`src/rtl/cpu_ctrl_pkg.sv`:
```
// Shared types and constants for the cpu run/step/halt controller.
package cpu_ctrl_pkg;

    typedef enum logic [1:0] {
        HALT  = 2'd0,
        RUN   = 2'd1,
        STEP  = 2'd2,
        BREAK = 2'd3
    } ctrl_state_t;

    localparam int SYNC_STAGES = 2;

endpackage

```
`src/rtl/cpu_run_ctrl_btn_sync.sv`:
```
// Button synchroniser: SYNC_STAGES-flop synchroniser followed by a
// rising-edge detector, giving one clean single-cycle pulse per press.
module btn_sync
    import cpu_ctrl_pkg::*;
(
    input  logic clk,
    input  logic n_reset,
    input  logic btn,
    output logic pulse
);

    logic [SYNC_STAGES-1:0] sync;
    logic                   prev;

    // Synchronise the raw button and remember the last synchronised level.
    always_ff @(posedge clk or negedge n_reset) begin
        if (!n_reset) begin
            sync <= '0;
            prev <= 1'b0;
        end else begin
            sync <= {sync[SYNC_STAGES-2:0], btn};
            prev <= sync[SYNC_STAGES-1];
        end
    end

    assign pulse = sync[SYNC_STAGES-1] & ~prev;

endmodule

```
`src/rtl/cpu_run_ctrl.sv`:
```
// Run/step/halt sequencer with hardware PC breakpoint; gates the cpu
// clock-enable and counts executed instructions.
module cpu_run_ctrl
    import cpu_ctrl_pkg::*;
#(
    parameter int pw = 5,
    parameter int cw = 16
) (
    input  logic          clk,
    input  logic          n_reset,
    input  logic          btn_run,
    input  logic          btn_step,
    input  logic          btn_halt,
    input  logic          clr_count,
    input  logic          bp_en,
    input  logic [pw-1:0] bp_addr,
    input  logic [pw-1:0] pc_in,
    output logic          cpu_en,
    output logic [1:0]    state,
    output logic          bp_hit,
    output logic [cw-1:0] instr_count
);

    ctrl_state_t cur_state;
    ctrl_state_t nxt_state;
    logic        run_pulse;
    logic        step_pulse;
    logic        halt_pulse;
    logic        skip;
    logic        skip_set;
    logic        match;

    btn_sync u_sync_run (
        .clk     (clk),
        .n_reset (n_reset),
        .btn     (btn_run),
        .pulse   (run_pulse)
    );

    btn_sync u_sync_step (
        .clk     (clk),
        .n_reset (n_reset),
        .btn     (btn_step),
        .pulse   (step_pulse)
    );

    btn_sync u_sync_halt (
        .clk     (clk),
        .n_reset (n_reset),
        .btn     (btn_halt),
        .pulse   (halt_pulse)
    );

    // State register.
    always_ff @(posedge clk or negedge n_reset) begin
        if (!n_reset) begin
            cur_state <= HALT;
        end else begin
            cur_state <= nxt_state;
        end
    end

    // Breakpoint match, cpu clock-enable and next-state selection
    // (halt > step > run when pulses coincide).
    always_comb begin
        match     = bp_en && (pc_in == bp_addr) && !skip;
        cpu_en    = (cur_state == STEP) || ((cur_state == RUN) && !match);
        nxt_state = cur_state;
        skip_set  = 1'b0;
        unique case (cur_state)
            HALT: begin
                if (halt_pulse) begin
                    nxt_state = HALT;
                end else if (step_pulse) begin
                    nxt_state = STEP;
                end else if (run_pulse) begin
                    nxt_state = RUN;
                    skip_set  = 1'b1;
                end
            end
            STEP: begin
                nxt_state = HALT;
            end
            RUN: begin
                if (halt_pulse) begin
                    nxt_state = HALT;
                end else if (match) begin
                    nxt_state = BREAK;
                end
            end
            BREAK: begin
                if (halt_pulse) begin
                    nxt_state = HALT;
                end else if (step_pulse) begin
                    nxt_state = STEP;
                end else if (run_pulse) begin
                    nxt_state = RUN;
                    skip_set  = 1'b1;
                end
            end
            default: nxt_state = HALT;
        endcase
    end

    // Skip flag: suppresses the breakpoint for the first executed RUN cycle after a resume.
    always_ff @(posedge clk or negedge n_reset) begin
        if (!n_reset) begin
            skip <= 1'b0;
        end else if (skip_set) begin
            skip <= 1'b1;
        end else if ((cur_state == RUN) && cpu_en) begin
            skip <= 1'b0;
        end
    end

    // Saturating executed-instruction counter; clear wins over increment.
    always_ff @(posedge clk or negedge n_reset) begin
        if (!n_reset) begin
            instr_count <= '0;
        end else if (clr_count) begin
            instr_count <= '0;
        end else if (cpu_en && (instr_count != '1)) begin
            instr_count <= instr_count + cw'(1);
        end
    end

    assign state  = cur_state;
    assign bp_hit = (cur_state == BREAK);

endmodule

```
`config.mk`:
```
export PLATFORM = sky130hd
export DESIGN_NAME = cpu_run_ctrl
export DESIGN_NICKNAME = d
export VERILOG_FILES = /design/src/rtl/cpu_ctrl_pkg.sv /design/src/rtl/cpu_run_ctrl_btn_sync.sv /design/src/rtl/cpu_run_ctrl.sv
export SDC_FILE = /design/constraint.sdc
export NUM_CORES = 1
export LEC_CHECK = 0
export CORE_UTILIZATION = 37
export DETAILED_ROUTE_END_ITERATION = 8
export PLACE_DENSITY_LB_ADDON = 0.3
export RECOVER_POWER = 25
export SLEW_MARGIN = 20
export SYNTH_ARGS = -nofsm -noshare
export SYNTH_HDL_FRONTEND = slang
export SYNTH_SLANG_ARGS = --single-unit
```
`constraint.sdc`:
```
create_clock -name clk -period 2.8 [get_ports clk]
set_clock_uncertainty 0.2 [all_clocks]
set_input_delay 0.56 -clock clk [delete_from_list [all_inputs] [get_ports clk]]
set_output_delay 0.56 -clock clk [all_outputs]
set_load 0.03 [all_outputs]
```
# Word level (Yosys, flattened, before mapping)
# Cells that the tools add are included.
[totals]
register_bits = 28
latchBits = 0
mem_bits_rw = 0
mem_bits_ro = 0
inputBits = 17
out_inout_bits = 20
wordCells = 50
mem_count = 0
[classes]
n_addsub = 1
mul = 0
div = 0
order_cmp = 0
eq_ne = 7
shifts = 0
muxes = 14
bitwise_logic = 6
reduce_logical = 13
[op_table]
columns = ["operator", "count"]
rows = [
  ["$mux 16", 2],
  ["$add 16x1->16 const B", 1],
  ["$ne 16x16->1 const B", 1],
  ["$mux 2", 5],
  ["$mux 1", 6],
  ["$pmux 2 s3", 1],
  ["$eq 5x5->1", 1],
  ["$logic_and 1x1->1", 5],
  ["$eq 2x2->1 const B", 2],
  ["$ne 4x1->1 const B", 1],
  ["$reduce_bool 2->1", 2],
  ["$and 1x1->1", 3],
  ["$ne 3x3->1 const B", 1],
  ["$not 1->1", 3],
  ["$eq 2x1->1 const B", 1],
  ["$logic_not 1->1", 2],
  ["$logic_not 2->1", 1],
  ["$reduce_and 2->1", 1],
  ["$reduce_or 2->1", 1],
  ["$logic_or 1x1->1", 1],
]

# Logic depth before layout (Yosys ltp)
[logic_depth]
depth_word = 9
mapped_depth = 9
ltp_nobuf = 7

# Modules after synthesis
# From an unflattened synthesis, not the netlist that was laid out.
[unflattened]
cells_unflattened = 135
area_unflattened_um2 = 1421.4
[by_module_without_submodules]
columns = ["mod", "instances", "cells_per_inst", "area_per_inst_um2", "seq_area_each_um2"]
rows = [
  ["cpu_run_ctrl", 1, 123, 1154.9, 475.5],
  ["btn_sync", 3, 4, 88.8, 75.1],
]

# Worst setup path after synthesis
# No wires, ideal clock.
[synth_timing]
path_kind = "register to output"
start = "register cur_state[1], in the netlist state[1]"
end = "output port cpu_en"
arrival_time_ns = 1.804
t_required_ns = 2.040
setup_slack_ns = 0.236
stages_incl_launch_ff = 8
path_buffers = 2
path_cell_list = "dfrtp_1 -> inv_1 -> ha_1 -> or2_2 -> o31ai_1 -> buf_2 -> buf_2 -> inv_1"
[synth_via]
elab_chain_cells = 3
elab_cells_between_ends = 4
classes_between = "2 x eq/ne; 2 x reduce/logical"
[synth_rtl]
columns = ["item", "line_no", "rtl"]
rows = [
  ["from (decl)", "cpu_run_ctrl.sv:24", "ctrl_state_t cur_state;"],
  ["from (signal assigned)", "cpu_run_ctrl.sv:59", "cur_state <= nxt_state;"],
  ["$eq 2x1->1", "cpu_run_ctrl.sv:67", "cpu_en = (cur_state == STEP) || ((cur_state == RUN) && !match);"],
  ["$logic_and 1x1->1", "cpu_run_ctrl.sv:67", ""],
  ["$logic_or 1x1->1 (*)", "cpu_run_ctrl.sv:67", ""],
  ["to (decl)", "cpu_run_ctrl.sv:18", "output logic cpu_en,"],
]
# Mark *: on every way between the ends. The rest lies on a longest branch, timed or not.

# Worst setup path after layout
[layout_timing]
start = "input port bp_addr[0]"
end = "output port cpu_en"
[layout_via]
elab_chain_cells = 6
[layout_rtl]
columns = ["item", "line_no", "rtl"]
rows = [
  ["from (decl)", "cpu_run_ctrl.sv:16", "input logic [pw-1:0] bp_addr,"],
  ["$eq 5x5->1", "cpu_run_ctrl.sv:66", "match = bp_en && (pc_in == bp_addr) && !skip;"],
  ["$logic_and 1x1->1 (2 in series)", "cpu_run_ctrl.sv:66", ""],
  ["$logic_not 1->1", "cpu_run_ctrl.sv:67", ""],
  ["$logic_and 1x1->1", "cpu_run_ctrl.sv:67", ""],
  ["$logic_or 1x1->1", "cpu_run_ctrl.sv:67", ""],
]
# Every way passes these cells.

==> impl_metrics.env <==
export IMPL_status="finished with violations"
export IMPL_violations="max-capacitance violations, max-slew violations"
export IMPL_worstSkewPairLatency_ns=0.27
export IMPL_fmax_mhz=377
export IMPL_grtUsageTotal_pct=16.6
export IMPL_ys_types=37
export IMPL_path_cells="clkdlybuf4s50_1 > xnor2_1 > nand4_1 > o31ai_2 > inv_1 > buf_2"
export IMPL_clk_path_buf_depth=2
export IMPL_end_kind="output port"
export IMPL_hold_ws_ns=0.159
export IMPL_grt_pass1_vias=1248
export IMPL_synth_nets=164
export IMPL_grt_pass1_wl_mm=5.44
export IMPL_finalHoldViolations=0
export IMPL_yosysSeqAreaShare_pct=48.2
export IMPL_die_h_um=64.7
export IMPL_core_area_mm2=0.00372
export IMPL_ios=37
export IMPL_cp_required_ns=2.04
export IMPL_clk_pin_slew_worst_paths_ns=0.09
export IMPL_slowest_delay_ns=0.47
export IMPL_postSynth_asyncResetShare_pct=100
export IMPL_ir_worst_vdd_v=0.000449
export IMPL_synth_edf_count=0
export IMPL_critical_path_class="in2out"
export IMPL_mostFrequentLayoutCells="clkdlybuf4s50_1 (31), dfrtp_1 (28), a21oi_1 (15)"
export IMPL_cts_max_level=1
export IMPL_cts_sinks=28
export IMPL_grt_max_degree=32
export IMPL_portBuffers=36
export IMPL_synth_flop_cell="dfrtp_1"
export IMPL_fill_cells=346
export IMPL_ys_ff_latch=28
export IMPL_power_density_mw_per_mm2=670
export IMPL_crit_start="bp_addr[0]"
export IMPL_cts_buffers=3
export IMPL_drive_above_1_share_pct=7.87
export IMPL_start_util_pct=39.1
export IMPL_area_growth_syn_to_layout_pct=31.4
export IMPL_setup_ws_ns=0.150
export IMPL_dieArea_mm2=0.00418
export IMPL_critPathMaxFanout=2
export IMPL_gp_congestion=0.749
export IMPL_cts_root_buf="clkbuf_8"
export IMPL_holdCritPathClass="reg2reg"
export IMPL_ant_nets=0
export IMPL_drt_iter0_drc=54
export IMPL_finalInstanceArea_mm2=0.00191
export IMPL_cpMaxStageDelayCell="clkdlybuf4s50_1"
export IMPL_synthesis_area_mm2=0.00145
export IMPL_final_cells=226
export IMPL_slew_viol_final=29
export IMPL_post_place_ws_ns=-0.261
export IMPL_slew_headroom_pct=-0.798
export IMPL_ys_warn_count=0
export IMPL_num_rows=22
export IMPL_rsz0062_at_grt="no"
export IMPL_r2r_start="state[1]$_DFFE_PN0P_"
export IMPL_final_common_cell="clkdlybuf4s50_1"
export IMPL_period_needed_ns=2.65
export IMPL_max_cap_violations=1
export IMPL_n_antenna_cell=0
export IMPL_antenna_found_initial=0
export IMPL_firstDrtPassIters=4
export IMPL_grt_overflow_total=0
export IMPL_dpl_cell_count=222
export IMPL_wire_per_inst_um=14.3
export IMPL_p_leak_uw=0.000729
export IMPL_tightestPinTransition_ns=1.51
export IMPL_critPathArrivalTime_ns=1.89
export IMPL_die_w_um=64.7
export IMPL_worstSetupStartpointType="input pin"
export IMPL_drt_total_wl_mm=3.23
export IMPL_finalCritPeriodShare_pct=94.6
export IMPL_drc=0
export IMPL_syn_inst=143
export IMPL_dpl_cell_area_mm2=0.00185
export IMPL_final_nets=200
export IMPL_syn_avg_cell_area_um2=10.2
export IMPL_min_from="u_sync_run.sync[0]$_DFF_PN0_"
export IMPL_cts_tree="yes"
export IMPL_dp_hpwl_mm=2.35
export IMPL_routed_via_density=5.57
export IMPL_vias=1259
export IMPL_setup_viol=0
through the flow:
stage                     util [%]  setup TNS, ns  total power [uW]
after floorplan                  -              0               805
after global placement        49.7         -0.272               961
after detailed placement      49.7         -0.261               986
after CTS                     51.4              0              1290
after global routing          51.3              0              1350
final                         51.3              0              1280
power by group:
| group | total (uW) | internal, uW | switching (uW) |
|---|---|---|---|
| clock | 312 | 191 | 121 |
| combinational | 477 | 184 | 293 |
| sequential | 490 | 444 | 45.5 |
routing by layer:
layer  wire length (um)  GRT usage, %  up-vias  part of all wire [%]
li1                   -             -      603                     -
met1               1420          20.8      611                    44
met2               1610          29.1       41                    50
met3                160          1.58        4                   5.0
met4                 34          6.67        0                   1.1
met5                  0             0        -                     0
cells by family (layout without fill, tap and decap cells):
kind of cell | count (synthesis) | in the layout | synth area share, %
buffers and inverters | 16 | 51 | 5.86
flip-flops | 28 | 28 | 48.2
multiplexers | 2 | 2 | 1.46
AO/OA/AOI/OAI | 35 | 35 | 15.0
AND/OR/NAND/NOR | 53 | 53 | 23.0
XOR/XNOR | 5 | 5 | 3.01
adder cells (fa/ha/maj) | 4 | 4 | 3.45
path summary, 6_finish.rpt:
kind / cells past startpoint / slack (ns) / to
min: 0 / 0.16 / u_sync_run.sync[1]$_DFF_PN0_
max reg2reg: 7 / 0.62 / instr_count[9]$_DFFE_PN0P_
min reg2reg: 0 / 0.16 / u_sync_run.sync[1]$_DFF_PN0_
min in group asynchronous: 2 / 0.98 / instr_count[11]$_DFFE_PN0P_
max in group asynchronous: 2 / 0.55 / instr_count[7]$_DFFE_PN0P_
max: 6 / 0.15 / cpu_en
what timing repair did:
| action | CTS | global route |
|---|---|---|
| setup buffers | 0 | 0 |
| hold buffers | 0 | 0 |
| setup endpoints to repair | 1 | 1 |
| pin swaps | 1 | 1 |
| gates resized for setup | 5 | 0 |
area by class of cell:
cell class	count	area [um2]	area share, %
Sequential cell	28	701	36.7
Clock buffer	3	41.3	2.16
Timing Repair Buffer	39	374	19.6
Tap cell	48	60.1	3.15
Multi-Input combinational cell	99	672	35.2
Clock inverter	1	30.0	1.57
Inverter	8	30.0	1.57
cell usage after synthesis (2+ instances only):
cell | instances | area [um2]
nand2_1 | 8 | 30.0
clkbuf_1 | 2 | 7.51
o21ai_0 | 3 | 15.0
o21bai_1 | 2 | 15.0
nand2b_1 | 2 | 12.5
nor2b_1 | 2 | 12.5
buf_2 | 2 | 10.0
ha_1 | 4 | 50.1
a21oi_1 | 15 | 75.1
dfrtp_1 | 28 | 701
nand4_1 | 4 | 25.0
nor2_1 | 4 | 15.0
or4_1 | 11 | 82.6
o31ai_1 | 12 | 90.1
and3_4 | 2 | 22.5
xnor2_1 | 5 | 43.8
inv_1 | 8 | 30.0
nand3_1 | 9 | 45.0
nor3b_1 | 2 | 15.0
worst max-delay path, delay by kind of cell:
family	cells	cell delay, ns
AO/OA/AOI/OAI	1	0.29
XOR/XNOR	1	0.12
AND/OR/NAND/NOR	1	0.16
buffers and inverters	3	0.76
sequential cells by signal (all words and copies together), names as in the netlist:
name / flops
instr_count: 16
skip: 1
state: 2
u_sync_halt.prev: 1
u_sync_halt.sync: 2
u_sync_run.prev: 1
u_sync_run.sync: 2
u_sync_step.prev: 1
u_sync_step.sync: 2
(Power assumes the default switching activity.)
==> patch (config.mk and constraints unchanged) <==
Put one more register stage on the output `instr_count`, cleared by the reset. The value now appears one clock later. The other outputs are not delayed to match.
--- a/src/rtl/cpu_run_ctrl.sv
+++ b/src/rtl/cpu_run_ctrl.sv
@@ -21,4 +21,6 @@
     output logic [cw-1:0] instr_count
 );
+
+    logic [cw-1:0] instr_count_s0;
 
     ctrl_state_t cur_state;
@@ -117,9 +119,9 @@
     always_ff @(posedge clk or negedge n_reset) begin
         if (!n_reset) begin
-            instr_count <= '0;
+            instr_count_s0 <= '0;
         end else if (clr_count) begin
-            instr_count <= '0;
-        end else if (cpu_en && (instr_count != '1)) begin
-            instr_count <= instr_count + cw'(1);
+            instr_count_s0 <= '0;
+        end else if (cpu_en && (instr_count_s0 != '1)) begin
+            instr_count_s0 <= instr_count_s0 + cw'(1);
         end
     end
@@ -128,4 +130,12 @@
     assign bp_hit = (cur_state == BREAK);
 
+    always_ff @(posedge clk or negedge n_reset) begin
+        if (!n_reset) begin
+            instr_count <= '0;
+        end else begin
+            instr_count <= instr_count_s0;
+        end
+    end
+
 endmodule
 
Formal check against the unedited RTL: not equivalent (Yosys sat finds a counterexample within 10 cycles, from zero or initial values and one cycle with n_reset low).
==> patch against the original RTL <==
  * Cell area grew 28%
  * Power grew 35%
  * Critical path depth grew 1
  * Largest cell class unchanged
  * Critical path type unchanged
  * Area after synthesis grew 28%
  * Critical endpoint unchanged
  * Worst setup slack lost 0.046 ns
  * Sequential cell count grew 16
  * Synthesized cell count grew 10%
  * Wire length grew 4.4%
==> patch: results (changes against the original RTL) <==
The flow ran to the end, and the final reports show no timing, DRC or antenna violations. Worst min-delay path endpoint: u_sync_step.sync[1] (was u_sync_run.sync[1]). The logic depth of the worst register-to-register path is 8 (was 7). The tools report the critical path launch point as pc_in[0] (was bp_addr[0]). The non-clock buffer share of cell area was 17.1% (was 19.6%); the post-synthesis cell type count was 35 (was 37). Top cells by area in the synthesized netlist: dfrtp_1, o31ai_1, or4_1 (unchanged). The number of multi-input combinational cells in the layout is 100 (was 99), and the post-layout net count is 225 (was 200).

For the H-tree depth, the log shows 2 (was 1). For the total leakage power, the log shows 1.04 nW (was 0.729 nW). Leading cell types by count after synthesis: dfrtp_1, a21oi_1, o31ai_1, or4_1, inv_1 (was dfrtp_1, a21oi_1, o31ai_1). The number of pins with negative max-slew slack in the final report came out at 0 (was 29). The run gives 0.00231 mm^2 (was 0.00185 mm^2) as the area of placed instances.

Number of ordinary and repair buffers in the finished layout: 45 (was 39). The tools report the number of nets produced by synthesis as 179 (was 164). The placed wire-length estimate was 2350 um (about the same). The run gives 0.779 (was 0.749) as the routability congestion estimate from global placement. The post-placement cell count is 262 (was 222).

Worst IR drop on VDD: 0.473 mV (was 0.449 mV). The arrival time of the worst setup path is 1.94 ns (was 1.89 ns), and the sequential share of cell area is 45.2% (was 36.7%). The tools report the reg2reg setup slack as 0.44 ns (was 0.62 ns). The total setup buffers inserted after CTS was 2 (was 0); the fraction of layout cells with a size suffix above 1 was 12.7% (was 7.87%). The run gives 17.8% (was -0.798%) as the worst slew margin relative to its limit. The multi-input gate area in the final layout came out at 687 um^2 (was 672 um^2).

The row count is 25 (was 22). The combined global-route utilization of all metal layers is 14.5% (was 16.6%), and the power per cell area is 709 mW/mm^2 (was 670 mW/mm^2). The number of clock buffers in the layout is 5 (was 3), and the worst slack after detailed placement is -0.336 ns (was -0.261 ns). The tools report the starting DRC count in detailed routing as 81 (was 54).

The pin count of the biggest net entering global routing came out at 26 (was 32). Count of instances resized after the clock tree is built: 3 (was 5). Latest clock arrival within the worst-skew pair: 0.30 ns (was 0.27 ns). Global-route wire length before repair: 5840 um (was 5440 um).
## patch: changes by cell type after synthesis, sizes merged, moves of 3 or more
cell	delta
nor4	+4
nor2	+3
xor2	+3
dfrtp	+16
xnor2	-3
o31ai	-3
## patch: power breakdown
part / switching [mW] / total (mW) / internal, mW / leakage, nW
registers: 0.0455 / 0.733 / 0.688 / 0.588
logic: 0.291 / 0.501 / 0.210 / 0.394
clock network: 0.224 / 0.493 / 0.269 / 0.0583
## patch: cell families after synthesis
group,synth area share (%)
AO/OA/AOI/OAI,12.0
XOR/XNOR,2.36
adder cells (fa/ha/maj),2.70
buffers and inverters,3.51
flip-flops,59.4
multiplexers,2.36
AND/OR/NAND/NOR,17.6
## patch: per-layer routing
layer / wire (um) / GRT usage (%) / vias up
met5: 0 / 0 / -
met4: 55 / 5.88 / 0
met3: 128 / 3.31 / 6
met2: 1470 / 22.2 / 28
met1: 1720 / 20.0 / 628
li1: - / - / 670
